$ cat config.mk
export PLATFORM = sky130hd
export DESIGN_NAME = logic_xor_arb_flat
export DESIGN_NICKNAME = d
export VERILOG_FILES = /design/src/rtl/logic_xor_arb_if.sv /design/src/rtl/logic_xor_arb.sv /design/src/flat_wrapper.sv
export SDC_FILE = /design/constraint.sdc
export NUM_CORES = 1
export LEC_CHECK = 0
export ABC_AREA = 1
export CORE_MARGIN = 8
export CORE_UTILIZATION = 30
export DETAILED_ROUTE_END_ITERATION = 10
export HOLD_SLACK_MARGIN = 0.1
export PLACE_DENSITY = 0.63
export SKIP_CTS_REPAIR_TIMING = 1
export SKIP_LAST_GASP = 1
export SYNTH_ARGS = -nofsm -noshare
export SYNTH_HDL_FRONTEND = slang
export SYNTH_SLANG_ARGS = --single-unit
export TNS_END_PERCENT = 20
$ cat constraint.sdc
create_clock -name ib_clk -period 3.8 [get_ports ib_clk]
set_input_delay 0.57 -clock ib_clk [delete_from_list [all_inputs] [get_ports ib_clk]]
set_output_delay 0.57 -clock ib_clk [all_outputs]
set_load 0.01 [all_outputs]
$ cat src/rtl/logic_xor_arb_if.sv
// logic_xor_arb_if: requester beat bundle and checksum result port of logic_xor_arb.
// ovG_res_count exists only when LOGIC_XOR_ARB_COUNT_EN is defined.
interface logic_xor_arb_if #(
    parameter int PAR_DATA_BITS = 8,
    parameter int PAR_REQ       = 4,
    parameter int PAR_ID_BITS   = 2,
    parameter int PAR_CNT_BITS  = 8
);
    logic [PAR_REQ-1:0]               ivG_req_valid;
    logic [PAR_REQ-1:0]               ivG_req_last;
    logic [PAR_REQ*PAR_DATA_BITS-1:0] ivG_req_data;
    logic [PAR_REQ-1:0]               ovG_req_ready;
    logic [PAR_DATA_BITS-1:0]         ovG_res_data;
    logic [PAR_ID_BITS-1:0]           ovG_res_id;
    logic                             ob_res_valid;
    logic                             ib_res_ready;
    logic                             ob_busy;
`ifdef LOGIC_XOR_ARB_COUNT_EN
    logic [PAR_CNT_BITS-1:0]          ovG_res_count;
`endif
    modport master (
        output ivG_req_valid, ivG_req_last, ivG_req_data, ib_res_ready,
        input  ovG_req_ready, ovG_res_data, ovG_res_id, ob_res_valid, ob_busy
`ifdef LOGIC_XOR_ARB_COUNT_EN
        , input ovG_res_count
`endif
    );
    modport slave (
        input  ivG_req_valid, ivG_req_last, ivG_req_data, ib_res_ready,
        output ovG_req_ready, ovG_res_data, ovG_res_id, ob_res_valid, ob_busy
`ifdef LOGIC_XOR_ARB_COUNT_EN
        , output ovG_res_count
`endif
    );
endinterface

$ cat src/rtl/logic_xor_arb.sv
// logic_xor_arb: round-robin arbiter sharing one XOR-accumulate checksum engine among requesters.
// Define LOGIC_XOR_ARB_COUNT_EN to add a saturating per-burst beat count to each result.
module logic_xor_arb #(
    parameter int PAR_DATA_BITS = 8,
    parameter int PAR_REQ       = 4,
    parameter int PAR_ID_BITS   = 2,
    parameter int PAR_CNT_BITS  = 8
) (
    input logic             ib_clk,
    input logic             ib_rst,
    logic_xor_arb_if.slave  bus
);
    typedef enum logic [1:0] {IDLE, BURST, RESULT} state_t;
    state_t                   state_q, state_d;
    logic [PAR_ID_BITS-1:0]   grant_q, grant_d, ptr_q, ptr_d, res_id_q, res_id_d;
    logic [PAR_ID_BITS-1:0]   pick_idx, idx;
    logic                     pick_found, beat;
    logic [PAR_DATA_BITS-1:0] acc_q, acc_d, res_data_q, res_data_d, beat_data;
`ifdef LOGIC_XOR_ARB_COUNT_EN
    logic [PAR_CNT_BITS-1:0]  cnt_q, cnt_d, cnt_inc, res_count_q, res_count_d;
`endif

    // Walk down the offsets so the requester closest to the pointer is written last and wins.
    always_comb begin
        pick_found = 1'b0;
        pick_idx = '0;
        idx = '0;
        for (int i = PAR_REQ - 1; i >= 0; i--) begin
            idx = PAR_ID_BITS'((int'(ptr_q) + i) % PAR_REQ);
            if (bus.ivG_req_valid[idx]) begin
                pick_found = 1'b1;
                pick_idx = idx;
            end
        end
    end

    assign beat_data = bus.ivG_req_data[grant_q*PAR_DATA_BITS +: PAR_DATA_BITS];
    assign beat = (state_q == BURST) && bus.ivG_req_valid[grant_q];
`ifdef LOGIC_XOR_ARB_COUNT_EN
    assign cnt_inc = &cnt_q ? cnt_q : cnt_q + 1'b1;
`endif

    always_comb begin
        state_d = state_q;
        grant_d = grant_q;
        ptr_d = ptr_q;
        acc_d = acc_q;
        res_data_d = res_data_q;
        res_id_d = res_id_q;
`ifdef LOGIC_XOR_ARB_COUNT_EN
        cnt_d = cnt_q;
        res_count_d = res_count_q;
`endif
        case (state_q)
            IDLE: if (pick_found) begin
                grant_d = pick_idx;
                acc_d = '0;
`ifdef LOGIC_XOR_ARB_COUNT_EN
                cnt_d = '0;
`endif
                state_d = BURST;
            end
            BURST: if (beat) begin
                acc_d = acc_q ^ beat_data;
`ifdef LOGIC_XOR_ARB_COUNT_EN
                cnt_d = cnt_inc;
`endif
                if (bus.ivG_req_last[grant_q]) begin
                    res_data_d = acc_q ^ beat_data;
                    res_id_d = grant_q;
`ifdef LOGIC_XOR_ARB_COUNT_EN
                    res_count_d = cnt_inc;
`endif
                    state_d = RESULT;
                end
            end
            RESULT: if (bus.ib_res_ready) begin
                state_d = IDLE;
                ptr_d = (grant_q == PAR_ID_BITS'(PAR_REQ - 1)) ? '0 : grant_q + 1'b1;
            end
            default: state_d = IDLE;
        endcase
    end

    always_ff @(posedge ib_clk) begin
        if (ib_rst) begin
            state_q <= IDLE;
            grant_q <= '0;
            ptr_q <= '0;
            acc_q <= '0;
            res_data_q <= '0;
            res_id_q <= '0;
`ifdef LOGIC_XOR_ARB_COUNT_EN
            cnt_q <= '0;
            res_count_q <= '0;
`endif
        end else begin
            state_q <= state_d;
            grant_q <= grant_d;
            ptr_q <= ptr_d;
            acc_q <= acc_d;
            res_data_q <= res_data_d;
            res_id_q <= res_id_d;
`ifdef LOGIC_XOR_ARB_COUNT_EN
            cnt_q <= cnt_d;
            res_count_q <= res_count_d;
`endif
        end
    end

    assign bus.ovG_req_ready = (state_q == BURST) ? (PAR_REQ'(1) << grant_q) : '0;
    assign bus.ob_res_valid = state_q == RESULT;
    assign bus.ob_busy = state_q != IDLE;
    assign bus.ovG_res_data = res_data_q;
    assign bus.ovG_res_id = res_id_q;
`ifdef LOGIC_XOR_ARB_COUNT_EN
    assign bus.ovG_res_count = res_count_q;
`endif
endmodule

$ cat src/flat_wrapper.sv
// flat-port wrapper written by rule: the top's interface ports become plain ports
module logic_xor_arb_flat 
#(
    parameter int PAR_DATA_BITS = 8,
    parameter int PAR_REQ       = 4,
    parameter int PAR_ID_BITS   = 2,
    parameter int PAR_CNT_BITS  = 8
)
  (ib_clk, ib_rst, bus_ivG_req_valid, bus_ivG_req_last, bus_ivG_req_data, bus_ib_res_ready, bus_ovG_req_ready, bus_ovG_res_data, bus_ovG_res_id, bus_ob_res_valid, bus_ob_busy);
  logic_xor_arb_if #(.PAR_DATA_BITS(PAR_DATA_BITS), .PAR_REQ(PAR_REQ), .PAR_ID_BITS(PAR_ID_BITS), .PAR_CNT_BITS(PAR_CNT_BITS)) bus_i ();
  input logic ib_clk;
  input logic ib_rst;
  input wire logic [$bits(bus_i.ivG_req_valid)-1:0] bus_ivG_req_valid;
  input wire logic [$bits(bus_i.ivG_req_last)-1:0] bus_ivG_req_last;
  input wire logic [$bits(bus_i.ivG_req_data)-1:0] bus_ivG_req_data;
  input wire logic [$bits(bus_i.ib_res_ready)-1:0] bus_ib_res_ready;
  output wire logic [$bits(bus_i.ovG_req_ready)-1:0] bus_ovG_req_ready;
  output wire logic [$bits(bus_i.ovG_res_data)-1:0] bus_ovG_res_data;
  output wire logic [$bits(bus_i.ovG_res_id)-1:0] bus_ovG_res_id;
  output wire logic [$bits(bus_i.ob_res_valid)-1:0] bus_ob_res_valid;
  output wire logic [$bits(bus_i.ob_busy)-1:0] bus_ob_busy;
  assign bus_i.ivG_req_valid = bus_ivG_req_valid;
  assign bus_i.ivG_req_last = bus_ivG_req_last;
  assign bus_i.ivG_req_data = bus_ivG_req_data;
  assign bus_i.ib_res_ready = bus_ib_res_ready;
  assign bus_ovG_req_ready = bus_i.ovG_req_ready;
  assign bus_ovG_res_data = bus_i.ovG_res_data;
  assign bus_ovG_res_id = bus_i.ovG_res_id;
  assign bus_ob_res_valid = bus_i.ob_res_valid;
  assign bus_ob_busy = bus_i.ob_busy;
  logic_xor_arb #(.PAR_DATA_BITS(PAR_DATA_BITS), .PAR_REQ(PAR_REQ), .PAR_ID_BITS(PAR_ID_BITS), .PAR_CNT_BITS(PAR_CNT_BITS)) u_core (.ib_clk(ib_clk), .ib_rst(ib_rst), .bus(bus_i));
endmodule
==> impl_metrics.yaml, run 1 <==
global_routing:
  global_route.overflow_total: 0
  grt_max_degree: 26
  track_usage_pct: 11.1
  grt_pass1_vias: 1735
  antenna_found_initial: 0
  grt_pass1_wl_mm: 7.81
die:
  rows: 27
  start_util_pct: 30.8
  core_area_sq_um: 5470
  dieWidth_um: 91.0
  die_area_sq_um: 8280
  ios: 59
  die_h_um: 91.0
final_layout:
  nets: 381
  fill_cells: 590
  area.sequential_sq_um: 480
  drive_gt1_share_pct: 7.81
  diodes: 0
  multiInputGateArea_sq_um: 1050
  area_growth_pct: 40.6
  final_cell_mix: "nand2_1, clkdlybuf4s50_1, nor2_1"
  final_common_cell: "nand2_1"
clock_tree:
  cts_tree: "yes"
  ctsLongestPathBuffers: 2
  clock_latency_ps: 270
  htree_num_levels: 1
  cts.clk_slew.worst_paths_ps: 90
  cts_made_buffers: 3
  cts.sinks: 24
  cts_root_buf: "clkbuf_8"
synth:
  synth_area_sq_um: 1690
  synth-adder-area-share_pct: 2.97
  muxShareOfSynthArea_pct: 0
  synth-seq-cells: 24
  ys_seq_area_share_pct: 28.5
  yosysWarnings: 0
  synthXorXnorAreaFrac_pct: 4.15
  synth_top_family_by_area: "simple AND/OR/NAND/NOR gates"
  yosys.cell_types.count: 23
  avgSynthCellArea_sq_um: 6.03
  ys_async_sr_fraction_pct: 0
  synth_fp_nets: 327
  synth_edf_count: 0
  synth_compound_area_share_pct: 7.56
  ys.flop_type: "dfxtp_1"
  netlist_instances: 280
  yosys.area_share.simple_pct: 47.4
setup_path:
  crit_family: "buffers and inverters"
  slowest_stage: "clkdlybuf4s50_1"
  start_kind: "register"
  cp_common_cell: "inv_1"
  crit_required_ps: 3230
  cpPeakStageDelay_ps: 550
  critPathBufInv: 4
  cp_cell_sequence: "buf_4 > inv_1 > ha_1 > inv_1 > nor2_1 > clkdlybuf4s50_1"
  critPathKind: "reg -> out"
  end_kind: "output port"
  path_max_fanout: 25
  critPathArrivalTime_ps: 2200
timing:
  rsz0062_at_grt: "no"
  slew_violations: 0
  finalSetupViolCount: 0
  worstMarginPinSlew_ps: 629
  max-slew-margin-rel_pct: 58.0
  period_needed_ps: 2770
  timing.final.crit_share_pct: 72.9
  setup_tns_ps: 0
  clock.fmax_mhz: 361
  fin_skew_ps: 3.94
  holdWs_ps: 496
  hold_viol_final: 0
routing:
  wl_per_cell_um: 11.2
  vias: 1783
  wirelength_mm: 4.55
  drc: 0
  drtIter0Drc: 69
  via_per_inst: 4.40
  antenna_left: 0
  first_pass_iters: 4
min_path:
  hp-class: "reg -> reg"
flow_run:
  maxCapViolCount: 0
placed_design:
  portBuffers: 58
  gp_congestion: 0.785
  dp_hpwl_mm: 3.69
power_and_ir_drop:
  ir_drop_uv: 329
  clkPwrFrac_pct: 24.3
  p_int_mw: 0.605
  swShare_pct: 34.4
  switchingPower_mw: 0.317
  p_leak_nw: 1.07
  seqPwrFrac_pct: 34.3
  comb_power_share_pct: 41.4
  powerDensity_nw_per_um2: 388
outcome:
  status: "completed"
state kept, by name, summed over array words and instances (netlist names):
signal / flops
u_core.acc_q: 8
u_core.bus.ovG_res_data: 8
u_core.bus.ovG_res_id: 2
u_core.grant_q: 2
u_core.ptr_q: 2
u_core.state_q: 2
final timing paths:
check,start,end,slack [ps],cells past startpoint
hold / removal,u_core.bus.ovG_res_data[2]$_SDFFE_PP0P_,u_core.bus.ovG_res_data[2]$_SDFFE_PP0P_,500,2
setup reg to reg,u_core.grant_q[0]$_SDFFE_PP0P_,u_core.bus.ovG_res_data[3]$_SDFFE_PP0P_,1400,9
setup / recovery,u_core.grant_q[0]$_SDFFE_PP0P_,bus_ovG_req_ready[0],1030,6
hold reg to reg,u_core.bus.ovG_res_data[2]$_SDFFE_PP0P_,u_core.bus.ovG_res_data[2]$_SDFFE_PP0P_,500,2
logic make-up after synthesis:
family          after synthesis
simple gates                185
compound gates               25
buf+inv                      34
fa+ha+maj                     4
xor+xnor                      8
flops                        24
synthesized netlist by cell type, types with 3 or more instances:
library cell / count / area [sq um]
buf_4: 3 / 22.5
nand2_2: 10 / 62.6
nand2_4: 6 / 67.6
xnor2_1: 8 / 70.1
nor2_1: 52 / 195
a21oi_1: 7 / 35.0
dfxtp_1: 24 / 480
o21ai_0: 16 / 80.1
clkbuf_1: 3 / 11.3
ha_1: 4 / 50.1
nand3_1: 20 / 100
nand2_1: 95 / 357
inv_1: 19 / 71.3
stage by stage:
stage                     util (%)  total power, mW  instance area (sq um)  setup slack [ps]  cells
final                         43.4            0.922                   2370              1030    405
after global routing          43.4            0.998                   2370               859    405
after CTS                     43.4            0.933                   2370               990    405
after detailed placement      42.1            0.710                   2300              1290    401
after global placement        42.1            0.703                   2300              1280    401
after floorplan                  -            0.583                   1690              2140    280
tightest hold or removal path, delay by kind of cell, from the launching register on:
kind	cells	cell delay, ps
flops	1	320
simple gates	2	140
power groups by stage:
stage	sequential [mW]	combinational, mW	clock, mW
finish	0.316	0.382	0.224
global route	0.322	0.437	0.239
CTS	0.317	0.388	0.228
detailed placement	0.323	0.387	0
global placement	0.322	0.381	0
floorplan	0.323	0.260	0
layer usage:
layer / track usage (%) / vias to the layer above / routed length, um
met1: 12.0 / 781 / 1970
met5: 0 / - / 0
met4: 2.59 / 0 / 55
li1: - / 964 / -
met3: 3.13 / 7 / 195
met2: 20.9 / 31 / 2320
layout make-up:
cell class,instances,area share (%)
multi-input combinational,222,44.1
timing repair buffer,60,25.1
sequential,24,20.2
tap,72,3.80
inverter,23,3.74
clock buffer,3,1.74
clock inverter,1,1.27
(Power assumes the default switching activity.)
==> inputs of run 2 (changes only) <==
--- a/config.mk
+++ b/config.mk
@@ -10,7 +10,7 @@
 export CORE_UTILIZATION = 30
 export DETAILED_ROUTE_END_ITERATION = 10
 export HOLD_SLACK_MARGIN = 0.1
-export PLACE_DENSITY = 0.63
+export PLACE_DENSITY = 0.65
 export SKIP_CTS_REPAIR_TIMING = 1
 export SKIP_LAST_GASP = 1
 export SYNTH_ARGS = -nofsm -noshare
==> constraint.sdc (replaced) <==
create_clock -name ib_clk -period 2.22 [get_ports ib_clk]
set_input_delay 0.333 -clock ib_clk [delete_from_list [all_inputs] [get_ports ib_clk]]
set_output_delay 0.333 -clock ib_clk [all_outputs]
set_load 0.01 [all_outputs]
==> run 2 against run 1 <==
Net effect: critical path depth is 1 lower; non-clock buffer count is 3 higher; count of clock-buffer cells in the layout stayed put; critical path type unchanged; sequential share of layout area hardly changed.
==> impl_metrics.yaml, run 2 (synthesis results as in run 1) <==
routing:
  vias: 1756
  wl_per_cell_um: 11.2
  wirelength_mm: 4.55
  drc: 0
  antenna_left: 0
  drtIter0Drc: 53
  via_per_inst: 4.31
  first_pass_iters: 4
setup_path:
  critPathKind: "reg -> out"
  path_max_fanout: 24
  cpPeakStageDelay_ps: 550
  start_kind: "register"
  crit_required_ps: 1890
  cp_cell_sequence: "buf_4 > ha_1 > inv_1 > nor2_1 > clkdlybuf4s50_1"
  slowest_stage: "clkdlybuf4s50_1"
  critPathBufInv: 3
  crit_family: "buffers and inverters"
  end_kind: "output port"
  critPathArrivalTime_ps: 1770
timing:
  clock.fmax_mhz: 475
  fin_skew_ps: 9.28
  worst_slack_ps: 117
  rsz0062_at_grt: "no"
  slew_violations: 0
  timing.final.crit_share_pct: 94.7
  worstMarginPinSlew_ps: 517
  finalSetupViolCount: 0
  max-slew-margin-rel_pct: 65.5
  hold_viol_final: 0
  period_needed_ps: 2100
  setup_tns_ps: 0
  holdWs_ps: 489
die:
  start_util_pct: 30.8
  ios: 59
  die_h_um: 91.0
  rows: 27
  dieWidth_um: 91.0
  core_area_sq_um: 5470
  die_area_sq_um: 8280
placed_design:
  gp_congestion: 0.782
  dp_hpwl_mm: 3.76
  portBuffers: 58
  placedCellCount: 404
  place_ws_ps: 221
power_and_ir_drop:
  powerDensity_nw_per_um2: 617
  ir_drop_uv: 319
  p_leak_nw: 1.07
global_routing:
  global_route.overflow_total: 0
  antenna_found_initial: 0
  grt_pass1_wl_mm: 7.74
  track_usage_pct: 11.0
  grt_pass1_vias: 1705
  grt_max_degree: 25
clock_tree:
  cts_root_buf: "clkbuf_8"
  cts.clk_slew.worst_paths_ps: 70
  clock_latency_ps: 260
  htree_num_levels: 1
  cts_tree: "yes"
  cts.sinks: 24
  cts_made_buffers: 3
  ctsLongestPathBuffers: 2
outcome:
  status: "completed"
min_path:
  hp-class: "reg -> reg"
flow_run:
  maxCapViolCount: 0
final_layout:
  final_cell_mix: "nand2_1, clkdlybuf4s50_1, nor2_1"
  diodes: 0
  fin_cells: 407
  drive_gt1_share_pct: 8.36
  area_growth_pct: 40.3
  final_common_cell: "nand2_1"
  nets: 384
-- run 2: cell count changes in the layout (fill, tap and decap cells not counted), sizes merged --
cell / delta
bufinv: -1
buf: +3
-- run 2: final cells by class --
cell class	count	area (sq um)
Tap cell	72	90.1
Multi-Input combinational cell	222	1050
Fill cell	613	3100
Inverter	23	91.3
Clock buffer	3	41.3
Timing Repair Buffer	63	618
Sequential cell	24	480
-- run 2: stage by stage --
stage	area [sq um]	power [mW]	util [%]
finish	2370	1.46	43.3
global placement	2320	1.22	42.5
detailed placement	2320	1.23	42.5
CTS	2370	1.48	43.2
global route	2370	1.59	43.3
floorplan	1690	0.998	-
-- run 2: metal layers --
layer  vias to the layer above  global-route usage, %  share of wire [%]
li1                        972                      -                  -
met1                       753                   11.5                 42
met2                        29                   21.0                 53
met3                         2                   3.46                4.3
met4                         0                   2.46               0.46
met5                         -                      0                  0
-- run 2: where the power goes --
group | leakage (nW) | internal, mW | switching [mW]
sequential | 0.197 | 0.495 | 0.0436
combinational | 0.856 | 0.309 | 0.366
clock | 0.0216 | 0.121 | 0.127
total | 1.07 | 0.925 | 0.537
-- run 2: worst min-delay path, delay by kind of cell, from the launching register on --
kind	cells	cell delay (ps)
and+or+nand+nor	2	130
DFF	1	330
-- run 2: final timing paths --
| path | from | depth (start not counted) | slack [ps] | end |
|---|---|---|---|---|
| min reg2reg | u_core.bus.ovG_res_data[1]$_SDFFE_PP0P_ | 2 | 490 | u_core.bus.ovG_res_data[1]$_SDFFE_PP0P_ |
| max | u_core.grant_q[0]$_SDFFE_PP0P_ | 5 | 120 | bus_ovG_req_ready[3] |
| min | u_core.bus.ovG_res_data[1]$_SDFFE_PP0P_ | 2 | 490 | u_core.bus.ovG_res_data[1]$_SDFFE_PP0P_ |
| max reg2reg | u_core.grant_q[0]$_SDFFE_PP0P_ | 8 | 470 | u_core.bus.ovG_res_data[0]$_SDFFE_PP0P_ |
==> inputs of run 3 (changes only) <==
--- a/config.mk
+++ b/config.mk
@@ -9,8 +9,11 @@
 export CORE_MARGIN = 8
 export CORE_UTILIZATION = 30
 export DETAILED_ROUTE_END_ITERATION = 10
+export GPL_ROUTABILITY_DRIVEN = 1
+export GPL_TIMING_DRIVEN = 1
 export HOLD_SLACK_MARGIN = 0.1
 export PLACE_DENSITY = 0.65
+export SETUP_SLACK_MARGIN = 0.4
 export SKIP_CTS_REPAIR_TIMING = 1
 export SKIP_LAST_GASP = 1
 export SYNTH_ARGS = -nofsm -noshare
==> run 3 against run 2 <==
Net effect: utilization rose by 0.41 points; combinational power rose by 1%; cell count did not move; highest routed layer unchanged; critical path type unchanged; via count rose by 0.28%; total power rose by 0.77%; sequential cell count did not move; die area did not move; register-to-register slack got worse by 20 ps.
==> impl_metrics.yaml, run 3 (synthesis results as in run 1) <==
outcome:
  status: "completed"
setup_path:
  end_kind: "output port"
  path_max_fanout: 11
  critPathKind: "reg -> out"
  start_kind: "register"
  crit_required_ps: 1890
  critPathArrivalTime_ps: 1640
routing:
  vias: 1761
  antenna_left: 0
  wirelength_mm: 4.55
  drc: 0
  drtIter0Drc: 44
  via_per_inst: 4.33
  wl_per_cell_um: 11.2
  first_pass_iters: 4
global_routing:
  grt_pass1_vias: 1705
  track_usage_pct: 11.0
  global_route.overflow_total: 0
  antenna_found_initial: 0
  grt_max_degree: 25
  grt_pass1_wl_mm: 7.74
timing:
  clock.fmax_mhz: 507
  worstMarginPinSlew_ps: 514
  slew_violations: 0
  period_needed_ps: 1970
  rsz0062_at_grt: "yes"
  max-slew-margin-rel_pct: 65.7
  setup_tns_ps: 0
  hold_viol_final: 0
  timing.final.crit_share_pct: 88.9
  finalSetupViolCount: 0
  fin_skew_ps: 9.73
die:
  start_util_pct: 30.8
  dieWidth_um: 91.0
  core_area_sq_um: 5470
  rows: 27
  die_area_sq_um: 8280
  ios: 59
  die_h_um: 91.0
clock_tree:
  ctsLongestPathBuffers: 2
  htree_num_levels: 1
  clock_latency_ps: 260
  cts_tree: "yes"
  cts.clk_slew.worst_paths_ps: 70
  cts_root_buf: "clkbuf_8"
  cts_made_buffers: 3
  cts.sinks: 24
final_layout:
  final_common_cell: "nand2_1"
  diodes: 0
  design_area_sq_um: 2390
  drive_gt1_share_pct: 9.25
  final_cell_mix: "nand2_1, clkdlybuf4s50_1, nor2_1"
  area_growth_pct: 41.7
  nets: 384
min_path:
  hp-class: "reg -> reg"
flow_run:
  maxCapViolCount: 0
power_and_ir_drop:
  ir_drop_uv: 321
  powerDensity_nw_per_um2: 616
  p_leak_nw: 1.11
placed_design:
  place_area_sq_um: 2320
  gp_congestion: 0.782
  portBuffers: 58
  dp_hpwl_mm: 3.76
## run 3: cell count changes in the layout (fill, tap and decap cells not counted)
cell             change
dlymetal6s2s_1       +2
dfxtp_1              -2
clkdlybuf4s50_1      -2
nor2_1               -1
dfxtp_2              +2
buf_12               +1
buf_4                -1
nor2_2               +1
## run 3: final timing paths
check / from / to / slack, ps / depth (start not counted)
worst min register to register: u_core.bus.ovG_res_data[1]$_SDFFE_PP0P_ / u_core.bus.ovG_res_data[1]$_SDFFE_PP0P_ / 490 / 2
worst max register to register: u_core.grant_q[0]$_SDFFE_PP0P_ / u_core.bus.ovG_res_data[0]$_SDFFE_PP0P_ / 450 / 8
worst max-delay path: u_core.grant_q[1]$_SDFFE_PP0P_ / bus_ovG_req_ready[0] / 250 / 5
worst min-delay path: u_core.bus.ovG_res_data[1]$_SDFFE_PP0P_ / u_core.bus.ovG_res_data[1]$_SDFFE_PP0P_ / 490 / 2
## run 3: where the power goes
part | internal [mW] | leakage (nW) | switching [mW]
Clock | 0.121 | 0.0216 | 0.127
Combinational | 0.317 | 0.895 | 0.366
Sequential | 0.496 | 0.197 | 0.0458
## run 3: area by class of cell
| class | count | area [sq um] |
|---|---|---|
| fill | 613 | 3080 |
| multi-input combinational | 222 | 1050 |
| timing repair buffer | 63 | 636 |
| sequential | 24 | 483 |
| inverter | 23 | 91.3 |
| tap | 72 | 90.1 |
| clock buffer | 3 | 41.3 |
## run 3: through the flow
stage                     utilization [%]  setup WS [ps]  hold slack [ps]  power (mW)  instances
after floorplan                         -            798              402       0.998        280
after global placement               42.5            258              470        1.22        404
after detailed placement             42.5            221              473        1.23        404
after CTS                            43.2           82.6              491        1.48        407
after global routing                 43.7            118              518        1.60        407
final                                43.7            246              489        1.47        407
## run 3: metal layers
layer | vias up | share of wire, % | wire (um) | GRT usage, %
met2 | 27 | 53 | 2420 | 21.0
met5 | - | 0 | 0 | 0
li1 | 971 | - | - | -
met1 | 761 | 42 | 1910 | 11.5
met3 | 2 | 4.3 | 194 | 3.46
met4 | 0 | 0.46 | 21 | 2.46
## run 3: critical path: stages, from the launching register on
cell and delay [ps]:
dfxtp_2 380, inv_4 130, ha_1 170, inv_1 40, nor2_1 110, clkdlybuf4s50_1 550
